### src/rtl/bsg_fsb_murn_pkg.sv
// Shared definitions for the FSB murn gateway: the command opcodes and the
// field layout of a ring packet (dest id at the top, then the cmd flag, and
// the opcode in the low bits of command packets).
package bsg_fsb_murn_pkg;

  typedef enum logic [2:0] {
    OP_NOP         = 3'b000,
    OP_ENABLE      = 3'b001,
    OP_DISABLE     = 3'b010,
    OP_RESET_ON    = 3'b011,
    OP_RESET_OFF   = 3'b100,
    OP_RESET_PULSE = 3'b101
  } murn_opcode_e;

  localparam int opcode_lsb_lp   = 0;
  localparam int opcode_width_lp = 3;

  // Most significant bit of the destination id field.
  function automatic int murn_id_msb(input int ring_width);
    return ring_width - 1;
  endfunction

  // The cmd flag sits directly below the destination id field.
  function automatic int murn_cmd_bit(input int ring_width, input int id_width);
    return ring_width - 1 - id_width;
  endfunction

endpackage

### src/rtl/bsg_fsb_murn_node_ctrl.sv
// Per-node control: enable flag, reset flag and the down-counter that times
// reset pulses. Commands take effect at the next clock edge; a level command
// (assert/deassert reset) cancels any pulse in flight, and a new pulse
// restarts the count from the full length.
module bsg_fsb_murn_node_ctrl
  import bsg_fsb_murn_pkg::*;
#(
  parameter int pulse_cycles_p = 16
) (
  input  logic         clk_i,
  input  logic         reset_i,
  input  logic         cmd_v_i,
  input  murn_opcode_e opcode_i,
  output logic         en_r_o,
  output logic         reset_r_o
);

  localparam int cnt_w_lp = $clog2(pulse_cycles_p + 1);
  localparam logic [cnt_w_lp-1:0] pulse_init_lp = cnt_w_lp'(pulse_cycles_p);
  localparam logic [cnt_w_lp-1:0] cnt_one_lp    = cnt_w_lp'(1);

  logic                en_q, en_d;
  logic                rst_q, rst_d;
  logic [cnt_w_lp-1:0] cnt_q, cnt_d;

  // Next state: the pulse counter ticks down and releases reset on its last
  // cycle; an incoming command overrides whatever the counter would do.
  always_comb begin
    en_d  = en_q;
    rst_d = rst_q;
    cnt_d = cnt_q;
    if (cnt_q == cnt_one_lp) begin
      rst_d = 1'b0;
      cnt_d = '0;
    end else if (cnt_q != '0) begin
      cnt_d = cnt_q - cnt_one_lp;
    end
    if (cmd_v_i) begin
      case (opcode_i)
        OP_ENABLE:      en_d = 1'b1;
        OP_DISABLE:     en_d = 1'b0;
        OP_RESET_ON: begin
          rst_d = 1'b1;
          cnt_d = '0;
        end
        OP_RESET_OFF: begin
          rst_d = 1'b0;
          cnt_d = '0;
        end
        OP_RESET_PULSE: begin
          rst_d = 1'b1;
          cnt_d = pulse_init_lp;
        end
        default: ;
      endcase
    end
  end

  // State registers; the node is held disabled and in reset while reset_i is high.
  always_ff @(posedge clk_i or posedge reset_i) begin
    if (reset_i) begin
      en_q  <= 1'b0;
      rst_q <= 1'b1;
      cnt_q <= '0;
    end else begin
      en_q  <= en_d;
      rst_q <= rst_d;
      cnt_q <= cnt_d;
    end
  end

  assign en_r_o    = en_q;
  assign reset_r_o = rst_q;

endmodule

### src/rtl/bsg_fsb_murn_gateway_multi.sv
// Ring gateway serving several local nodes. Packets for other ids and all
// command packets are consumed immediately; data for an enabled node goes
// through a one-entry output buffer shared by all nodes, data for a disabled
// node is dropped and counted.
module bsg_fsb_murn_gateway_multi
  import bsg_fsb_murn_pkg::*;
#(
  parameter int ring_width_p   = 80,
  parameter int id_width_p     = 4,
  parameter int num_nodes_p    = 4,
  parameter int base_id_p      = 0,
  parameter int pulse_cycles_p = 16
) (
  input  logic                    clk_i,
  input  logic                    reset_i,
  input  logic                    v_i,
  input  logic [ring_width_p-1:0] data_i,
  output logic                    ready_o,
  output logic [num_nodes_p-1:0]  v_o,
  output logic [ring_width_p-1:0] data_o,
  input  logic [num_nodes_p-1:0]  ready_i,
  output logic [num_nodes_p-1:0]  node_en_r_o,
  output logic [num_nodes_p-1:0]  node_reset_r_o,
  output logic [15:0]             drop_count_o
);

  localparam int idx_w_lp   = (num_nodes_p > 1) ? $clog2(num_nodes_p) : 1;
  localparam int id_msb_lp  = murn_id_msb(ring_width_p);
  localparam int cmd_bit_lp = murn_cmd_bit(ring_width_p, id_width_p);

  logic [id_width_p-1:0] dest_id;
  logic [31:0]           id_offset;
  logic                  hit;
  logic [idx_w_lp-1:0]   local_idx;
  logic                  is_cmd;
  murn_opcode_e          opcode;
  logic                  target_en;
  logic                  deq;
  logic                  space;
  logic                  enq;
  logic                  drop;

  logic                    buf_v_q, buf_v_d;
  logic [ring_width_p-1:0] buf_data_q, buf_data_d;
  logic [idx_w_lp-1:0]     buf_dest_q, buf_dest_d;
  logic [15:0]             drop_q, drop_d;

  // Ids below the base wrap to huge offsets, so one unsigned compare covers both bounds.
  assign dest_id   = data_i[id_msb_lp -: id_width_p];
  assign id_offset = 32'(dest_id) - 32'(base_id_p);
  assign hit       = v_i & (id_offset < 32'(num_nodes_p));
  assign local_idx = id_offset[idx_w_lp-1:0];
  assign is_cmd    = data_i[cmd_bit_lp];
  assign opcode    = murn_opcode_e'(data_i[opcode_lsb_lp +: opcode_width_lp]);
  assign target_en = node_en_r_o[local_idx];

  genvar k;
  generate
    for (k = 0; k < num_nodes_p; k++) begin : g_node
      logic cmd_v;
      assign cmd_v = hit & is_cmd & (local_idx == idx_w_lp'(k));
      bsg_fsb_murn_node_ctrl #(
        .pulse_cycles_p(pulse_cycles_p)
      ) u_ctrl (
        .clk_i     (clk_i),
        .reset_i   (reset_i),
        .cmd_v_i   (cmd_v),
        .opcode_i  (opcode),
        .en_r_o    (node_en_r_o[k]),
        .reset_r_o (node_reset_r_o[k])
      );
    end
  endgenerate

  // One-hot valid for the buffered packet's destination.
  always_comb begin
    v_o = '0;
    for (int n = 0; n < num_nodes_p; n++) begin
      if (buf_v_q && (buf_dest_q == idx_w_lp'(n))) v_o[n] = 1'b1;
    end
  end

  // Since v_o is one-hot, only the addressed ready_i bit can complete a transfer.
  assign deq   = |(v_o & ready_i);
  assign space = ~buf_v_q | deq;
  assign enq   = hit & ~is_cmd & target_en & space;
  assign drop  = hit & ~is_cmd & ~target_en;

  // Foreign and command packets never stall; only data for an enabled node waits for buffer space.
  always_comb begin
    ready_o = 1'b0;
    if (v_i && !reset_i) begin
      ready_o = ~hit | is_cmd | ~target_en | space;
    end
  end

  // Buffer and drop counter next state; a simultaneous dequeue and enqueue keeps full throughput.
  always_comb begin
    buf_v_d    = buf_v_q;
    buf_data_d = buf_data_q;
    buf_dest_d = buf_dest_q;
    drop_d     = drop_q;
    if (enq) begin
      buf_v_d    = 1'b1;
      buf_data_d = data_i;
      buf_dest_d = local_idx;
    end else if (deq) begin
      buf_v_d = 1'b0;
    end
    if (drop && (drop_q != 16'hFFFF)) drop_d = drop_q + 16'd1;
  end

  // Buffer and counter registers; reset discards any buffered packet.
  always_ff @(posedge clk_i or posedge reset_i) begin
    if (reset_i) begin
      buf_v_q    <= 1'b0;
      buf_data_q <= '0;
      buf_dest_q <= '0;
      drop_q     <= '0;
    end else begin
      buf_v_q    <= buf_v_d;
      buf_data_q <= buf_data_d;
      buf_dest_q <= buf_dest_d;
      drop_q     <= drop_d;
    end
  end

  assign data_o       = buf_data_q;
  assign drop_count_o = drop_q;

endmodule

### config.mk
export PLATFORM = sky130hd
export DESIGN_NAME = bsg_fsb_murn_gateway_multi
export DESIGN_NICKNAME = d
export VERILOG_FILES = /design/src/rtl/bsg_fsb_murn_pkg.sv /design/src/rtl/bsg_fsb_murn_node_ctrl.sv /design/src/rtl/bsg_fsb_murn_gateway_multi.sv
export SDC_FILE = /design/constraint.sdc
export NUM_CORES = 1
export LEC_CHECK = 0
export CORE_AREA = 2 2 150 166
export DETAILED_ROUTE_END_ITERATION = 16
export DIE_AREA = 0 0 152 168
export GPL_ROUTABILITY_DRIVEN = 1
export GPL_TIMING_DRIVEN = 1
export PLACE_DENSITY = 0.51
export SLEW_MARGIN = 20
export SYNTH_ARGS = -nofsm -noshare
export SYNTH_HDL_FRONTEND = slang
export SYNTH_HIERARCHICAL = 1
export SYNTH_SLANG_ARGS = --single-unit
### constraint.sdc
create_clock -name clk_i -period 5.9 [get_ports clk_i]
set_clock_uncertainty 0.1 [all_clocks]
set_input_delay 1.475 -clock clk_i [delete_from_list [all_inputs] [get_ports clk_i]]
set_output_delay 1.475 -clock clk_i [all_outputs]
set_load 0.005 [all_outputs]
==> results_dict.tcl, run 1 <==
set metrics [dict create \
    cts_buffers 17 \
    start_util_pct 24.36 \
    grt_start_max_net_pins 55 \
    clockBufferDepth 2 \
    synth_edf_count 0 \
    crit_fanout 6 \
    cts_tree "yes" \
    hold_viol_final 0 \
    finalMaxSlewViolations 0 \
    async_flop_share_pct 100.0 \
    end_kind "output port" \
    hpwlAfterDp_um 11730 \
    die_x_um 152 \
    final.min_clock_period_ps 4976 \
    diodes 0 \
    syn_area_um2 5869 \
    ys_top_cells_by_count "dfrtp_1, mux2_2, inv_1, nor3_1, xor2_1" \
    syn_nets 545 \
    ys_seq_area_share_pct 53.38 \
    grt_pass1_wl_um 25110 \
    htreeDepth 4 \
    die_y_um 168 \
    cp-start-kind "input pin" \
    drive_gt1_share_pct 23.69 \
    rsz0062_at_grt "false" \
    rows 60 \
    cts_resized 0 \
    vias 4326 \
    synthFlopType "dfrtp_1" \
    drtIter0Drc 219 \
    wl_um 15850 \
    synth_area_leaders "dfrtp_1, mux2_2, ha_1" \
    leakage_nw 3.885 \
    fillCellCount 2306 \
    grt_pass1_vias 4617 \
    power_density_nw_per_um2 325.2 \
    postSynthCellCount 445 \
    status "completed" \
    ant_nets 0 \
    dieArea_um2 25540 \
    worstPathArrival_ps 3400 \
    core-area_um2 24100 \
    worst_pin_slew_ps 912.6 \
    synth_top_area_share_pct 51.59 \
    cts_sinks 125 \
    overflow 0 \
    synth_most_common_cell "dfrtp_1" \
    fmax_mhz 201.0 \
    place_ws_ps 924.6 \
    port_buffers 195 \
    area_growth_pct 50.12 \
    min_path_cells 1 \
    cp.required_ps 4320 \
    gp_congestion 0.7380 \
    ios 196 \
    crit_type "in -> out" \
    setup_viol 0 \
    drv_cap 0 \
    root_buffer "clkbuf_16" \
    clk-insertion-delay-late_ps 410 \
    fin_setup_tns_ps 0 \
    final_nets 754 \
    syn_avg_cell_area_um2 13.19 \
    yosysWarnings 6 \
    firstDrtPassIters 4 \
    drc_errors 0 \
    holdBufCountCts 0 \
    grt_usage_pct 12.46 \
    post_cts_buffers 0 \
    ir_drop_v 0.0001774 \
    max_slew_margin_pct 38.97 \
    drt-wirelength-per-cell_um 16.22 \
    antenna_found_initial 0 \
    layout_setup_ws_ps 923.7 \
    synth-seq-cells 125 \
    post-route-period-util_pct 84.34 \
    ys_types 50 \
    hold_path.class "reg -> reg" \
    clk_pin_slew_ps 60 \
    synth.largest_area_cell "dfrtp_1" \
    viasPerCell 4.428 \
    r2r_cells 5 \
]
worst paths after layout:
path / end / slack, ps / start
worst max-delay path: ready_o / 920 / data_i[76]
worst min-delay path: data_o[75]$_DFFE_PP0P_ / 390 / data_o[75]$_DFFE_PP0P_
worst max register to register: data_o[30]$_DFFE_PP0P_ / 3070 / data_o[76]$_DFFE_PP0P_
worst min register to register: data_o[75]$_DFFE_PP0P_ / 390 / data_o[75]$_DFFE_PP0P_
max in group asynchronous: data_o[66]$_DFFE_PP0P_ / 2920 / reset_i
min in group asynchronous: g_node[0].u_ctrl/en_r_o$_DFFE_PP0P_ / 1400 / reset_i
cells in the final DEF (no fill, tap or decap), types with 4 or more instances in the layout:
cell / count
nand4_1: 6
nand2b_1: 5
dfstp_2: 4
a211oi_2: 4
xnor2_1: 9
nor3b_1: 11
a21boi_1: 4
nand3b_1: 12
clkbuf_16: 17
nand2_1: 9
nor2_4: 4
a32o_1: 4
nor3_2: 8
or3_4: 4
a22oi_2: 4
clkinv_4: 4
a21oi_1: 9
inv_6: 5
o21ai_0: 4
a21boi_0: 4
mux2_2: 78
dfrtp_1: 121
a31oi_1: 4
nor4_1: 5
inv_1: 18
ha_1: 13
nand3_1: 7
o21bai_2: 4
clkdlybuf4s50_1: 195
nor3_1: 19
nor2_1: 15
mux2i_1: 5
xor2_1: 17
critical path: stages:
cell             delay [ps]
clkdlybuf4s50_1         590
mux4_2                  590
nand2_1                 110
o211a_1                 150
clkdlybuf4s50_1         490
registers in the layout, indices dropped and copies added, names as in the netlist:
| register | flops |
|---|---|
| g_node.u_ctrl/reset_r_o | 4 |
| buf_v_q | 1 |
| g_node.u_ctrl/cnt_q | 20 |
| g_node.u_ctrl/en_r_o | 4 |
| drop_count_o | 16 |
| data_o | 80 |
power by group:
group / internal, mW / leakage (nW) / total, mW / switching [mW]
combinational: 0.355 / 1.90 / 0.679 / 0.324
clock: 0.684 / 0.306 / 1.10 / 0.420
sequential: 0.963 / 1.67 / 1.08 / 0.120
stage by stage:
step | hold slack (ps) | area, um2 | cells | total power [mW] | utilization (%)
6_report | 389.4 | 8811 | 977 | 2.865 | 36.56
5_1_grt | 406.6 | 8811 | 977 | 3.038 | 36.56
4_1_cts | 389.6 | 8811 | 977 | 2.908 | 36.56
3_5_place_dp | 371.5 | 8193 | 945 | 1.777 | 34.00
3_3_place_gp | 371.7 | 8193 | 945 | 1.732 | 34.00
2_1_floorplan | 378.2 | 5869 | 445 | 1.536 | -
layer usage:
metal / GRT usage (%) / share of wire (%) / vias up
li1: - / - / 2024
met1: 14.26 / 40 / 2189
met2: 21.92 / 53 / 102
met3: 3.707 / 5.0 / 11
met4: 4.795 / 1.4 / 0
met5: 0 / 0 / -
cells by family (layout without fill, tap and decap cells):
logic type               count (synthesis)  count (layout)  synth area share (%)
XOR/XNOR                                26              26                 3.880
AO/OA/AOI/OAI                           44              44                 6.161
adder cells (fa/ha/maj)                 13              13                 2.771
multiplexers                            85              85                 16.58
AND/OR/NAND/NOR                        124             124                 14.84
buffers and inverters                   28             250                 2.387
flip-flops                             125             125                 53.38
layout make-up:
| cell class | instances | area (um2) | area share [%] |
|---|---|---|---|
| clock buffers | 18 | 439.2 | 4.984 |
| well taps | 310 | 387.9 | 4.402 |
| multi-input cells | 292 | 2604 | 29.55 |
| clock inverters | 14 | 178.9 | 2.031 |
| inverters | 19 | 73.82 | 0.8378 |
| repair buffers | 199 | 1994 | 22.64 |
| flip-flops and latches | 125 | 3133 | 35.56 |
Note: power is estimated with default switching activity, not from simulation.
==> run 2: changes to the inputs <==
--- a/config.mk
+++ b/config.mk
@@ -10,7 +10,7 @@
 export DIE_AREA = 0 0 152 168
 export GPL_ROUTABILITY_DRIVEN = 1
 export GPL_TIMING_DRIVEN = 1
-export PLACE_DENSITY = 0.51
+export PLACE_DENSITY = 0.53
 export SLEW_MARGIN = 20
 export SYNTH_ARGS = -nofsm -noshare
 export SYNTH_HDL_FRONTEND = slang
==> constraint.sdc (replaced) <==
create_clock -name clk_i -period 4.2 [get_ports clk_i]
set_clock_uncertainty 0.1 [all_clocks]
set_input_delay 1.05 -clock clk_i [delete_from_list [all_inputs] [get_ports clk_i]]
set_output_delay 1.05 -clock clk_i [all_outputs]
set_load 0.005 [all_outputs]
==> run 2 against run 1 <==
Compared with the run above:
- worst hold slack got worse by 3.4 ps
- final cell count is 1.2% higher
- register-to-register slack got worse by 1400 ps
- utilization up 0.37 points
- critical endpoint unchanged
==> results_dict.tcl, run 2 (synthesis results as in run 1) <==
set metrics [dict create \
    area_growth_pct 51.65 \
    grt_pass1_wl_um 25230 \
    vias 4355 \
    start_util_pct 24.36 \
    htreeDepth 4 \
    viasPerCell 4.403 \
    r2r_cells 6 \
    fin_setup_tns_ps 0 \
    port_buffers 195 \
    min_path_cells 1 \
    drc_errors 0 \
    regToRegEndpoint "data_o[25]$_DFFE_PP0P_" \
    highest_layer "met4" \
    firstDrtPassIters 4 \
    dieArea_um2 25540 \
    crit_type "in -> out" \
    root_buffer "clkbuf_16" \
    fmax_mhz 247.6 \
    die_y_um 168 \
    antenna_found_initial 2 \
    multi_input_area_um2 2604 \
    grt_usage_pct 12.34 \
    hpwlAfterDp_um 11600 \
    worst_pin_slew_ps 871.5 \
    post_cts_buffers 0 \
    max_slew_margin_pct 41.72 \
    setup_viol 0 \
    crit_fanout 2 \
    path_cells "clkdlybuf4s50_1 > mux4_2 > nand2_1 > o211a_1 > clkdlybuf4s50_1" \
    drt-wirelength-per-cell_um 15.75 \
    critPathBufInv 2 \
    dr_wl_met3_um 1103 \
    rsz0062_at_grt "false" \
    grt_pass1_vias 4586 \
    finalMaxSlewViolations 0 \
    status "completed" \
    post-route-period-util_pct 96.14 \
    final_cell_mix "clkdlybuf4s50_1, dfrtp_1, mux2_2" \
    rows 60 \
    post-route-util_pct 36.94 \
    wl_met1_um 6305 \
    layout.cells.most_common "clkdlybuf4s50_1" \
    end_kind "output port" \
    overflow 0 \
    clockBufferDepth 2 \
    leakage_nw 3.934 \
    clk_pin_slew_ps 60 \
    drtIter0Drc 181 \
    cts_buffers 17 \
    cts_resized 0 \
    clk-insertion-delay-late_ps 410 \
    rrSetupSlack_ps 1700 \
    fillCellCount 2311 \
    cp_top_family "buffers and inverters" \
    holdBufCountCts 0 \
    cp-start-kind "input pin" \
    crit_top_cell "clkdlybuf4s50_1" \
    die_x_um 152 \
    drive_gt1_share_pct 24.78 \
    largest_reg_flops 80 \
    hold_viol_final 0 \
    cts_tree "yes" \
    met2_length_um 8029 \
    final.min_clock_period_ps 4038 \
    gp_congestion 0.8155 \
    wl_um 15580 \
    crit_path_top_delay_cell "clkdlybuf4s50_1" \
    ir_drop_v 0.0002450 \
    slowest_delay_ps 570 \
    seq_area_um2 3133 \
    worstHoldStart "data_o[78]$_DFFE_PP0P_" \
    drv_cap 0 \
    grt_start_max_net_pins 54 \
    ant_nets 0 \
    r2r-start "data_o[76]$_DFFE_PP0P_" \
    min_to "data_o[78]$_DFFE_PP0P_" \
    hold_path.class "reg -> reg" \
    cts_sinks 125 \
    ios 196 \
    cp.required_ps 3050 \
    worstPathArrival_ps 2890 \
    core-area_um2 24100 \
    final_nets 765 \
    power_density_nw_per_um2 451.1 \
]
==> run 2: cell count changes in the layout (fill, tap and decap cells not counted), sizes merged <==
cell / change
buf: +11
diode: +1
clkinv: -2
clkinvlp: +2
==> run 2: power breakdown <==
group / leakage [nW] / switching (mW) / total, mW / internal (mW)
sequential: 1.67 / 0.170 / 1.52 / 1.35
combinational: 1.96 / 0.448 / 0.952 / 0.504
clock: 0.298 / 0.593 / 1.54 / 0.947
==> run 2: stage by stage <==
step	hold WS [ps]	area, um2	cells	setup slack, ps	total power [mW]
floorplan	378.2	5873	445	316.7	2.158
global placement	371.9	8289	956	131.9	2.431
detailed placement	374.2	8289	956	147.4	2.504
CTS	388.7	8899	988	140.4	4.083
global route	415.4	8901	989	34.66	4.268
finish	385.9	8901	989	162.0	4.015
==> run 2: layout make-up <==
cell class | instances | share of cell area, %
Clock inverter | 14 | 2.024
Inverter | 19 | 0.8434
Multi-Input combinational cell | 292 | 29.25
Clock buffer | 18 | 4.821
Tap cell | 310 | 4.358
Antenna cell | 1 | 0.02811
Sequential cell | 125 | 35.20
Timing Repair Buffer | 210 | 23.47
==> run 2: metal layers <==
metal  GRT usage (%)  vias to the layer above
li1                -                     2050
met1           14.44                     2175
met2           21.15                      120
met3           4.607                       10
met4           3.657                        0
met5               0                        -
==> run 2: how the worst max path moves through the flow <==
stage               endpoint  slack, ps       start  cells past startpoint
global placement     ready_o        130  data_i[76]                      5
detailed placement   ready_o        150  data_i[76]                      5
finish               ready_o        160  data_i[76]                      5
CTS                  ready_o        140  data_i[76]                      5
global route         ready_o         30  data_i[76]                      5
floorplan            ready_o        320     reset_i                      2
==> run 3: changes to the inputs <==
--- a/config.mk
+++ b/config.mk
@@ -11,6 +11,7 @@
 export GPL_ROUTABILITY_DRIVEN = 1
 export GPL_TIMING_DRIVEN = 1
 export PLACE_DENSITY = 0.53
+export SETUP_SLACK_MARGIN = 0.3
 export SLEW_MARGIN = 20
 export SYNTH_ARGS = -nofsm -noshare
 export SYNTH_HDL_FRONTEND = slang
==> constraint.sdc (replaced) <==
create_clock -name clk_i -period 4.2 [get_ports clk_i]
set_clock_uncertainty 0.1 [all_clocks]
set_input_delay 1.05 -clock clk_i [delete_from_list [all_inputs] [get_ports clk_i]]
set_output_delay 1.05 -clock clk_i [all_outputs]
set_load 0.01 [all_outputs]
==> run 3 against run 2 <==
Compared with the run above:
- count of clock-buffer cells in the layout unchanged
- non-clock buffer count decreased by 4
- utilization decreased by 0.44 points
- critical path type unchanged
- critical endpoint unchanged
- largest cell class unchanged
==> results_dict.tcl, run 3 (synthesis results as in run 1) <==
set metrics [dict create \
    post-route-period-util_pct 91.18 \
    viasPerCell 4.457 \
    wl_um 15830 \
    area_growth_pct 49.86 \
    fmax_mhz 261.1 \
    hold_viol_final 0 \
    ios 196 \
    grt_usage_pct 12.51 \
    hold_path.class "reg -> reg" \
    regToRegEndpoint "data_o[54]$_DFFE_PP0P_" \
    post_cts_buffers 0 \
    grt_start_max_net_pins 54 \
    rows 60 \
    clockBufferDepth 2 \
    leakage_nw 3.876 \
    grt_pass1_vias 4854 \
    final_cell_mix "clkdlybuf4s50_1, dfrtp_1, mux2_2" \
    r2r-start "data_o[76]$_DFFE_PP0P_" \
    path_cells "clkdlybuf4s50_1 > mux4_2 > nand2b_1 > o211a_1 > dlygate4sd2_1" \
    drive_gt1_share_pct 24.48 \
    drc_errors 0 \
    crit_type "in -> out" \
    cp.required_ps 3050 \
    worst_pin_slew_ps 898.7 \
    hold_slack_ps 388.8 \
    dieArea_um2 25540 \
    worstPathArrival_ps 2680 \
    htreeDepth 4 \
    hpwlAfterDp_um 11700 \
    overflow 0 \
    power_density_nw_per_um2 442.6 \
    setup_viol 0 \
    antenna_found_initial 0 \
    crit_path_top_delay_cell "mux4_2" \
    drtIter0Drc 138 \
    gp_congestion 0.7641 \
    max_slew_margin_pct 39.90 \
    layout.cells.most_common "clkdlybuf4s50_1" \
    cts_buffers 17 \
    crit_fanout 2 \
    clk-insertion-delay-late_ps 410 \
    worstHoldStart "data_o[78]$_DFFE_PP0P_" \
    diodes 0 \
    vias 4386 \
    largest_reg_flops 80 \
    end_kind "output port" \
    cts_tree "yes" \
    root_buffer "clkbuf_16" \
    port_buffers 195 \
    drt-wirelength-per-cell_um 16.09 \
    ir_drop_v 0.0002423 \
    r2r_cells 6 \
    min_to "data_o[78]$_DFFE_PP0P_" \
    cp-start-kind "input pin" \
    critPathBufInv 2 \
    final_nets 761 \
    min_path_cells 1 \
    fillCellCount 2357 \
    die_x_um 152 \
    finalMaxSlewViolations 0 \
    final.min_clock_period_ps 3829 \
    fin_setup_tns_ps 0 \
    clk_pin_slew_ps 70 \
    firstDrtPassIters 4 \
    drv_cap 0 \
    cts_sinks 125 \
    start_util_pct 24.36 \
    core-area_um2 24100 \
    die_y_um 168 \
    slowest_delay_ps 480 \
    status "completed" \
    rsz0062_at_grt "false" \
    ant_nets 0 \
    rrSetupSlack_ps 1660 \
    cp_top_family "buffers and inverters" \
    grt_pass1_wl_um 25610 \
]
-- run 3: cell types whose count changed in the layout (fill, tap and decap cells not counted) --
cell             change
diode_2              -1
clkbuf_8             +1
clkinvlp_4           +2
inv_8                +1
inv_6                +1
bufinv_16            -3
buf_4                -2
buf_12               -2
clkdlybuf4s50_1      -1
dlygate4sd2_1        +1
clkinv_4             +1
clkbuf_1             -1
clkinv_2             -2
-- run 3: layout make-up --
type	instances	area (um2)	share of cell area, %
Tap cell	310	387.9	4.410
Inverter	19	75.07	0.8535
Clock inverter	14	123.9	1.408
Clock buffer	18	439.2	4.993
Timing Repair Buffer	206	2033	23.12
Sequential cell	125	3133	35.62
Multi-Input combinational cell	292	2604	29.60
-- run 3: worst max-delay path by stage --
stage	from	to	slack, ps	depth (start not counted)
3_3_place_gp	data_i[76]	ready_o	110	5
3_5_place_dp	data_i[76]	ready_o	100	5
5_1_grt	ready_i[3]	ready_o	310	5
6_report	ready_i[3]	ready_o	370	5
2_1_floorplan	reset_i	ready_o	280	2
4_1_cts	ready_i[3]	ready_o	360	5
-- run 3: power by group --
part	leakage (nW)	switching, mW	internal (mW)
Clock	0.269	0.610	0.792
Combinational	1.93	0.469	0.503
Sequential	1.67	0.166	1.35
-- run 3: stage by stage --
stage	setup slack [ps]	cell area, um2	total power [mW]	util [%]	cells
floorplan	277.1	5873	2.173	-	445
global route	309.8	8796	4.130	36.50	984
detailed placement	101.4	8234	2.517	34.17	952
global placement	111.7	8234	2.453	34.17	952
finish	370.6	8796	3.893	36.50	984
CTS	360.2	8796	3.959	36.50	984
-- run 3: metal layers --
metal | part of all wire (%) | vias to the layer above | global-route usage (%) | wire length (um)
met1 | 41 | 2196 | 14.22 | 6532
li1 | - | 2046 | - | -
met5 | 0 | - | 0 | 0
met4 | 2.5 | 0 | 4.998 | 403
met3 | 6.0 | 21 | 4.299 | 944
met2 | 50 | 123 | 21.60 | 7953
-- run 3: repair_timing --
action,CTS,global route
hold buffers,0,0
resized for setup,1,0
endpoints found under the setup margin,1,0
